## src/rtl/alu_arbiter.sv

```systemverilog
// Two-requester round-robin front end for a shared combinational ALU.
// Each operation is captured after EXEC_CYCLES settle cycles and held until the consumer accepts it.
module alu_arbiter #(
    parameter int unsigned EXEC_CYCLES = 1
) (
    input  logic        clk,
    input  logic        rst,
    input  logic [1:0]  req_valid,
    output logic [1:0]  req_ready,
    input  logic [63:0] req_a,
    input  logic [63:0] req_b,
    input  logic [7:0]  req_op,
    output logic [31:0] alu_a,
    output logic [31:0] alu_b,
    output logic [3:0]  alu_opcode,
    input  logic [31:0] alu_result,
    input  logic        alu_carry,
    input  logic        alu_overflow,
    input  logic        alu_zero,
    output logic        rsp_valid,
    input  logic        rsp_ready,
    output logic        rsp_id,
    output logic [31:0] rsp_result,
    output logic        rsp_carry,
    output logic        rsp_overflow,
    output logic        rsp_zero,
    output logic        rsp_err,
    output logic        busy
);

    localparam logic [1:0] IDLE = 2'd0;
    localparam logic [1:0] EXEC = 2'd1;
    localparam logic [1:0] RESP = 2'd2;

    localparam logic [3:0] CNT_INIT = 4'(EXEC_CYCLES - 1);

    logic [1:0]  state;
    logic        prio;
    logic [3:0]  cnt;
    logic [31:0] op_a;
    logic [31:0] op_b;
    logic [3:0]  op_code;
    logic        op_id;

    logic        grant;
    logic        grant_id;
    logic [31:0] sel_a;
    logic [31:0] sel_b;
    logic [3:0]  sel_op;

    function automatic logic is_legal(input logic [3:0] op);
        return (op == 4'b1000) || (op == 4'b1001) || (op == 4'b1100) || (op == 4'b1101);
    endfunction

    always_comb begin
        grant_id  = (req_valid == 2'b11) ? prio : req_valid[1];
        grant     = (state == IDLE) && (req_valid != 2'b00);
        req_ready = '0;
        if (grant)
            req_ready[grant_id] = 1'b1;
        sel_a  = grant_id ? req_a[63:32] : req_a[31:0];
        sel_b  = grant_id ? req_b[63:32] : req_b[31:0];
        sel_op = grant_id ? req_op[7:4]  : req_op[3:0];
    end

    assign alu_a      = op_a;
    assign alu_b      = op_b;
    assign alu_opcode = is_legal(op_code) ? op_code : '0;
    assign rsp_valid  = (state == RESP);
    assign busy       = (state != IDLE);

    always_ff @(posedge clk or posedge rst) begin
        if (rst) begin
            state        <= IDLE;
            prio         <= 1'b0;
            cnt          <= '0;
            op_a         <= '0;
            op_b         <= '0;
            op_code      <= '0;
            op_id        <= 1'b0;
            rsp_id       <= 1'b0;
            rsp_result   <= '0;
            rsp_carry    <= 1'b0;
            rsp_overflow <= 1'b0;
            rsp_zero     <= 1'b0;
            rsp_err      <= 1'b0;
        end else begin
            case (state)
                IDLE: begin
                    if (grant) begin
                        op_a    <= sel_a;
                        op_b    <= sel_b;
                        op_code <= sel_op;
                        op_id   <= grant_id;
                        prio    <= ~grant_id;
                        if (is_legal(sel_op)) begin
                            state <= EXEC;
                            cnt   <= CNT_INIT;
                        end else begin
                            // Illegal ops never reach the ALU; respond with an error immediately.
                            state        <= RESP;
                            rsp_id       <= grant_id;
                            rsp_result   <= '0;
                            rsp_carry    <= 1'b0;
                            rsp_overflow <= 1'b0;
                            rsp_zero     <= 1'b0;
                            rsp_err      <= 1'b1;
                        end
                    end
                end
                EXEC: begin
                    if (cnt == 4'd0) begin
                        state        <= RESP;
                        rsp_id       <= op_id;
                        rsp_result   <= alu_result;
                        rsp_carry    <= alu_carry;
                        rsp_overflow <= alu_overflow;
                        rsp_zero     <= alu_zero;
                        rsp_err      <= 1'b0;
                    end else begin
                        cnt <= cnt - 4'd1;
                    end
                end
                RESP: begin
                    if (rsp_ready)
                        state <= IDLE;
                end
                default: state <= IDLE;
            endcase
        end
    end

endmodule
```

## config.mk

```make
export PLATFORM = sky130hd
export DESIGN_NAME = alu_arbiter
export DESIGN_NICKNAME = d
export VERILOG_FILES = /design/src/rtl/alu_arbiter.sv
export SDC_FILE = /design/constraint.sdc
export NUM_CORES = 1
export LEC_CHECK = 0
export BUFFER_PORTS_ARGS = -buffer_cell sky130_fd_sc_hd__buf_2
export CORE_AREA = 3 3 111 113
export CTS_CLUSTER_DIAMETER = 80
export CTS_CLUSTER_SIZE = 14
export DETAILED_ROUTE_END_ITERATION = 8
export DIE_AREA = 0 0 114 116
export PLACE_DENSITY = 0.84
export SETUP_SLACK_MARGIN = 0.15
export SKIP_CTS_REPAIR_TIMING = 1
export SYNTH_ARGS = -nofsm -noshare
export SYNTH_HDL_FRONTEND = slang
export SYNTH_SLANG_ARGS = --single-unit
```

## constraint.sdc

```tcl
create_clock -name clk -period 12.2 [get_ports clk]
set_input_delay 3.66 -clock clk [delete_from_list [all_inputs] [get_ports clk]]
set_output_delay 3.66 -clock clk [all_outputs]
set_load 0.005 [all_outputs]
```

==> impl_metrics.tcl, run 1 <==
set metrics [dict create \
    antennaDiodeCount 0 \
    cts_tree "yes" \
    p_sw_share_pct 34.1 \
    final_util_pct 59.9 \
    final_antenna_net_count 0 \
    cts-root-buf "clkbuf_16" \
    cts_max_level 4 \
    tightest_slew_ns 1.00 \
    hold_violations 0 \
    setup_viol 0 \
    p_sw_uw 619 \
    syn_avg_cell_area_um2 10.7 \
    synthToLayoutAreaGrowth_pct 44.6 \
    worstSetupEndpoint "req_ready[0]" \
    overflow 0 \
    critical_path.cell_chain "buf_2 -> nand2b_1 -> a211oi_4 -> buf_4 -> buf_2" \
    min_period_ns 8.65 \
    drt_first_pass_iters 4 \
    dp_hpwl_um 9760 \
    start_kind "primary input" \
    outcome "complete, no violations" \
    netlist_instances 443 \
    crit_cells 5 \
    critPathCaptureType "primary output" \
    clk_pin_slew_ns 0.06 \
    slew_violations 0 \
    synth-seq-area-share_pct 59.8 \
    synth_largest_area_cell "dfrtp_1" \
    grt_max_degree 70 \
    dieArea_um2 13200 \
    worstHoldPathType "reg2reg" \
    numCtsBuffers 17 \
    rr_worst_depth 7 \
    async_flop_share_pct 100 \
    yosysWarnings 0 \
    initial_utilization_pct 41.4 \
    grt.total_usage_pct 19.3 \
    synth_area_leaders "dfrtp_1 60%, nand2_1 11%, a22oi_1 10%, a22o_1 6.5%, buf_2 1.4%" \
    viasPerCell 4.91 \
    io_buffer_count 283 \
    core_um2 11400 \
    combPwrFrac_pct 35.1 \
    max_freq_ghz 0.116 \
    crit_slowest_cell "buf_4" \
    slew_headroom_pct 33.0 \
    totalWireLength_um 13200 \
    drive_gt1_share_pct 44.9 \
    synth-main-ff-cell "dfrtp_1" \
    leakagePower_uw 0.00380 \
    grt_antenna_before_repair 0 \
    critPathLaunch "req_valid[0]" \
    clk_latency_ns 0.39 \
    p_int_uw 1200 \
    via_count 4290 \
    ys_ff_latch 113 \
    rsz0062_at_grt "false" \
    fin_setup_tns_ns 0 \
    die_h_um 116 \
    synthesis.nets 621 \
    crit_buf_inv 3 \
    layout.cells.non_filler 874 \
    critPathRequiredTime_ns 8.54 \
    pin_count 285 \
    irDropWorstVdd_mv 0.126 \
    drc 0 \
    final_nets 897 \
    crit_family "buffers and inverters" \
    cts_buffer_depth 2 \
    clockPowerShare_pct 29.7 \
    clock_skew_ns 0.0130 \
    r2r_end "rsp_id" \
    wl_per_cell_um 15.1 \
    power.density_nw_per_um2 265 \
    criticalPathCategory "in2out" \
    path_max_fanout 67 \
    crit_top_cell "buf_2" \
    synth_edf_count 0 \
    max_stage_delay_ns 0.55 \
    grt_pass1_vias 4023 \
    cap_violations 0 \
    grt_pass1_wl_um 20100 \
    drt_iter0_drc 302 \
    synth_top_area_share_pct 59.8 \
    netlist_area_um2 4730 \
    rr_startpoint "cnt[0]" \
    worst_ep_arrival_time_ns 4.99 \
    r2r_slack_ns 9.68 \
    finalCritPeriodShare_pct 70.9 \
    place_congestion 0.796 \
    rows 39 \
    seqPwrFrac_pct 35.3 \
    dp_cells 843 \
    die_w_um 114 \
    synth.distinct_cells 37 \
    clock-sinks 113 \
]
-- flip-flops by register name, indices dropped and copies added (netlist names), 2 cells and up --
register / flops
alu_a: 32
alu_b: 32
rsp_result: 32
cnt: 4
op_code: 4
state: 2
-- layer usage --
layer | track usage (%) | vias to the layer above | wire length [um]
met4 | 4.67 | 0 | 96
met1 | 24.1 | 1980 | 5290
li1 | - | 2099 | -
met3 | 5.69 | 10 | 1130
met5 | 0 | - | 0
met2 | 33.1 | 201 | 6670
-- kinds of logic after synthesis --
group / after synthesis / share of synthesized area (%)
AO/OA/AOI/OAI: 117 / 19.6
XOR/XNOR: 1 / 0.185
adder cells (fa/ha/maj): 2 / 0.529
buffers and inverters: 36 / 4.07
flip-flops: 113 / 59.8
multiplexers: 3 / 0.661
other: 1 / 0.0793
AND/OR/NAND/NOR: 170 / 15.1
-- placed cells by master (no fill, tap or decap), drive strengths merged, types with 6 or more instances in the layout --
master	n
a22o	35
clkbuf	18
o21ai	7
dfrtp	113
buf	288
a22oi	66
nor2b	7
nand2	142
inv	6
-- metrics by stage --
step                setup slack, ns  cell area [um^2]  total power (uW)  hold WS (ns)
global placement               3.63              6190              1270         0.440
detailed placement             3.57              6190              1290         0.448
CTS                            3.57              6840              1840         0.460
finish                         3.55              6840              1820         0.457
floorplan                      4.22              4730              1020         0.430
global route                   3.47              6840              1950         0.481
-- power groups by stage --
stage                     sequential, uW  combinational, uW  clock (uW)
final                                640                637         539
after global routing                 662                718         571
after global placement               637                629           0
after detailed placement             642                650           0
after floorplan                      654                363           0
after CTS                            640                651         553
-- how the worst min path moves through the flow --
stage / from / to / slack [ns] / cells past startpoint
5_1_grt: alu_b[10] / alu_b[10] / 0.48 / 2
4_1_cts: op_code[2] / op_code[2] / 0.46 / 2
3_5_place_dp: op_code[2] / op_code[2] / 0.45 / 2
2_1_floorplan: op_code[0] / op_code[0] / 0.43 / 2
6_report: op_code[2] / op_code[2] / 0.46 / 2
3_3_place_gp: op_code[2] / op_code[2] / 0.44 / 2
-- tightest hold or removal path, stage by stage (launching register included) --
cell     delay (ns)
dfrtp_1        0.33
nand2_1        0.05
nand2_1        0.05
-- area by class of cell --
cell class,count,area [um^2]
clock buffer,18,439
clock inverter,13,210
fill,1004,4580
inverter,5,21.3
multi-input combinational,294,1710
sequential,113,2830
tap,143,179
timing repair buffer,288,1450
-- Yosys cell counts (all sizes together) (5+ instances only) --
library cell,count
nand2,142
dfrtp,113
a22oi,66
a22o,35
buf,20
clkbuf,11
nor2b,7
o21ai,7
inv,5
nor2,5
(Power assumes the default switching activity.)
==> run 2, diff against run 1 <==
--- a/config.mk
+++ b/config.mk
@@ -6,12 +6,12 @@
 export NUM_CORES = 1
 export LEC_CHECK = 0
 export BUFFER_PORTS_ARGS = -buffer_cell sky130_fd_sc_hd__buf_2
-export CORE_AREA = 3 3 111 113
+export CORE_MARGIN = 3
+export CORE_UTILIZATION = 43
 export CTS_CLUSTER_DIAMETER = 80
 export CTS_CLUSTER_SIZE = 14
 export DETAILED_ROUTE_END_ITERATION = 8
-export DIE_AREA = 0 0 114 116
-export PLACE_DENSITY = 0.84
+export PLACE_DENSITY = 0.88
 export SETUP_SLACK_MARGIN = 0.15
 export SKIP_CTS_REPAIR_TIMING = 1
 export SYNTH_ARGS = -nofsm -noshare
==> constraint.sdc (replaced) <==
create_clock -name clk -period 8.3 [get_ports clk]
set_input_delay 2.49 -clock clk [delete_from_list [all_inputs] [get_ports clk]]
set_output_delay 2.49 -clock clk [all_outputs]
set_load 0.005 [all_outputs]
==> run 2 against run 1 <==
Effect of this change:
- total power is 48% higher
- highest routed layer unchanged
- critical path type unchanged
- flip-flop and latch count stayed put
- global-route usage is 4.0 points higher
==> impl_metrics.tcl, run 2 (same netlist as run 1, synthesis figures left out) <==
set metrics [dict create \
    place_congestion 0.880 \
    io_buffer_count 283 \
    dieArea_um2 12300 \
    worstHoldPathType "reg2reg" \
    drt_iter0_drc 289 \
    drc 0 \
    path_max_fanout 4 \
    numCtsBuffers 17 \
    dp_hpwl_um 10400 \
    wl_per_cell_um 16.3 \
    drive_gt1_share_pct 44.9 \
    min_from "alu_a[9]" \
    critPathCaptureType "primary output" \
    clockPowerShare_pct 29.3 \
    synthToLayoutAreaGrowth_pct 44.5 \
    seqPwrFrac_pct 35.2 \
    fillers 827 \
    criticalPathCategory "in2out" \
    outcome "complete, no violations" \
    viasPerCell 5.19 \
    clk_latency_ns 0.50 \
    setup_viol 0 \
    max_freq_ghz 0.174 \
    cts_max_level 4 \
    worstHoldPathCells 2 \
    rr_startpoint "cnt[0]" \
    pin_count 285 \
    min_period_ns 5.75 \
    drt_first_pass_iters 7 \
    final_nets 897 \
    rsz0062_at_grt "false" \
    rows 37 \
    totalWireLength_um 14200 \
    grt_pass1_wl_um 23100 \
    p_sw_share_pct 34.6 \
    fin_setup_tns_ns 0 \
    critPathLaunch "req_valid[0]" \
    critPathRequiredTime_ns 5.81 \
    initial_utilization_pct 45.0 \
    cts_tree "yes" \
    overflow 0 \
    finalPower_uw 2680 \
    leakagePower_uw 0.00380 \
    cap_violations 0 \
    grt_antenna_before_repair 0 \
    grt_pass1_vias 4728 \
    worst_ep_arrival_time_ns 3.26 \
    cts_buffer_depth 2 \
    clk_pin_slew_ns 0.05 \
    clock_skew_ns 0.00527 \
    cts-root-buf "clkbuf_8" \
    tightest_slew_ns 0.979 \
    core_um2 10500 \
    combPwrFrac_pct 35.5 \
    final_antenna_net_count 0 \
    via_count 4503 \
    grt_max_degree 69 \
    p_sw_uw 928 \
    mostFrequentLayoutCell "buf_2" \
    slew_headroom_pct 34.4 \
    rr_worst_depth 7 \
    hold_violations 0 \
    start_kind "primary input" \
    p_int_uw 1750 \
    finalCritPeriodShare_pct 69.3 \
    irDropWorstVdd_mv 0.211 \
    power.density_nw_per_um2 392 \
    final_util_pct 65.0 \
    clock-sinks 113 \
    slew_violations 0 \
    die_w_um 111 \
    antennaDiodeCount 0 \
    final_cell_mix "283 x buf_2, 142 x nand2_1, 113 x dfrtp_1, 66 x a22oi_1, 35 x a22o_1" \
    grt.total_usage_pct 23.3 \
    die_h_um 111 \
]
-- run 2: metal layers --
metal	GRT usage, %	share of wire (%)
met1	26.8	39
met5	0	0
met2	42.6	52
met3	5.73	7.7
met4	7.06	0.88
-- run 2: path summary, 6_finish.rpt --
check | slack (ns) | endpoint
max | 2.55 | req_ready[0]
min | 0.46 | alu_a[9]
max reg2reg | 5.80 | rsp_id
min reg2reg | 0.46 | alu_a[9]
max in group asynchronous | 5.01 | alu_b[4]
min in group asynchronous | 2.10 | alu_b[6]
-- run 2: power by group through the flow --
stage,combinational [uW],clock [uW],sequential (uW)
global placement,916,0,937
CTS,964,799,944
floorplan,534,0,962
detailed placement,959,0,947
finish,953,785,944
global route,1070,828,978
-- run 2: layout make-up --
| type | instances | area, um^2 | area share [%] |
|---|---|---|---|
| Clock buffer | 19 | 442 | 6.46 |
| Tap cell | 136 | 170 | 2.49 |
| Timing Repair Buffer | 288 | 1450 | 21.3 |
| Sequential cell | 113 | 2830 | 41.4 |
| Multi-Input combinational cell | 294 | 1710 | 25.0 |
| Inverter | 5 | 21.3 | 0.311 |
| Clock inverter | 13 | 209 | 3.06 |
-- run 2: stage by stage --
stage	hold slack (ns)	instance area, um^2	instances	worst slack [ns]
after global routing	0.475	6830	868	2.47
final	0.457	6830	868	2.55
after floorplan	0.430	4730	443	2.66
after detailed placement	0.450	6180	836	2.56
after CTS	0.463	6830	868	2.53
after global placement	0.444	6180	836	2.58
-- run 2: critical path, cell delays in order --
cell	delay [ns]
buf_2	0.11
nand2b_1	0.15
a211oi_4	0.33
buf_2	0.18
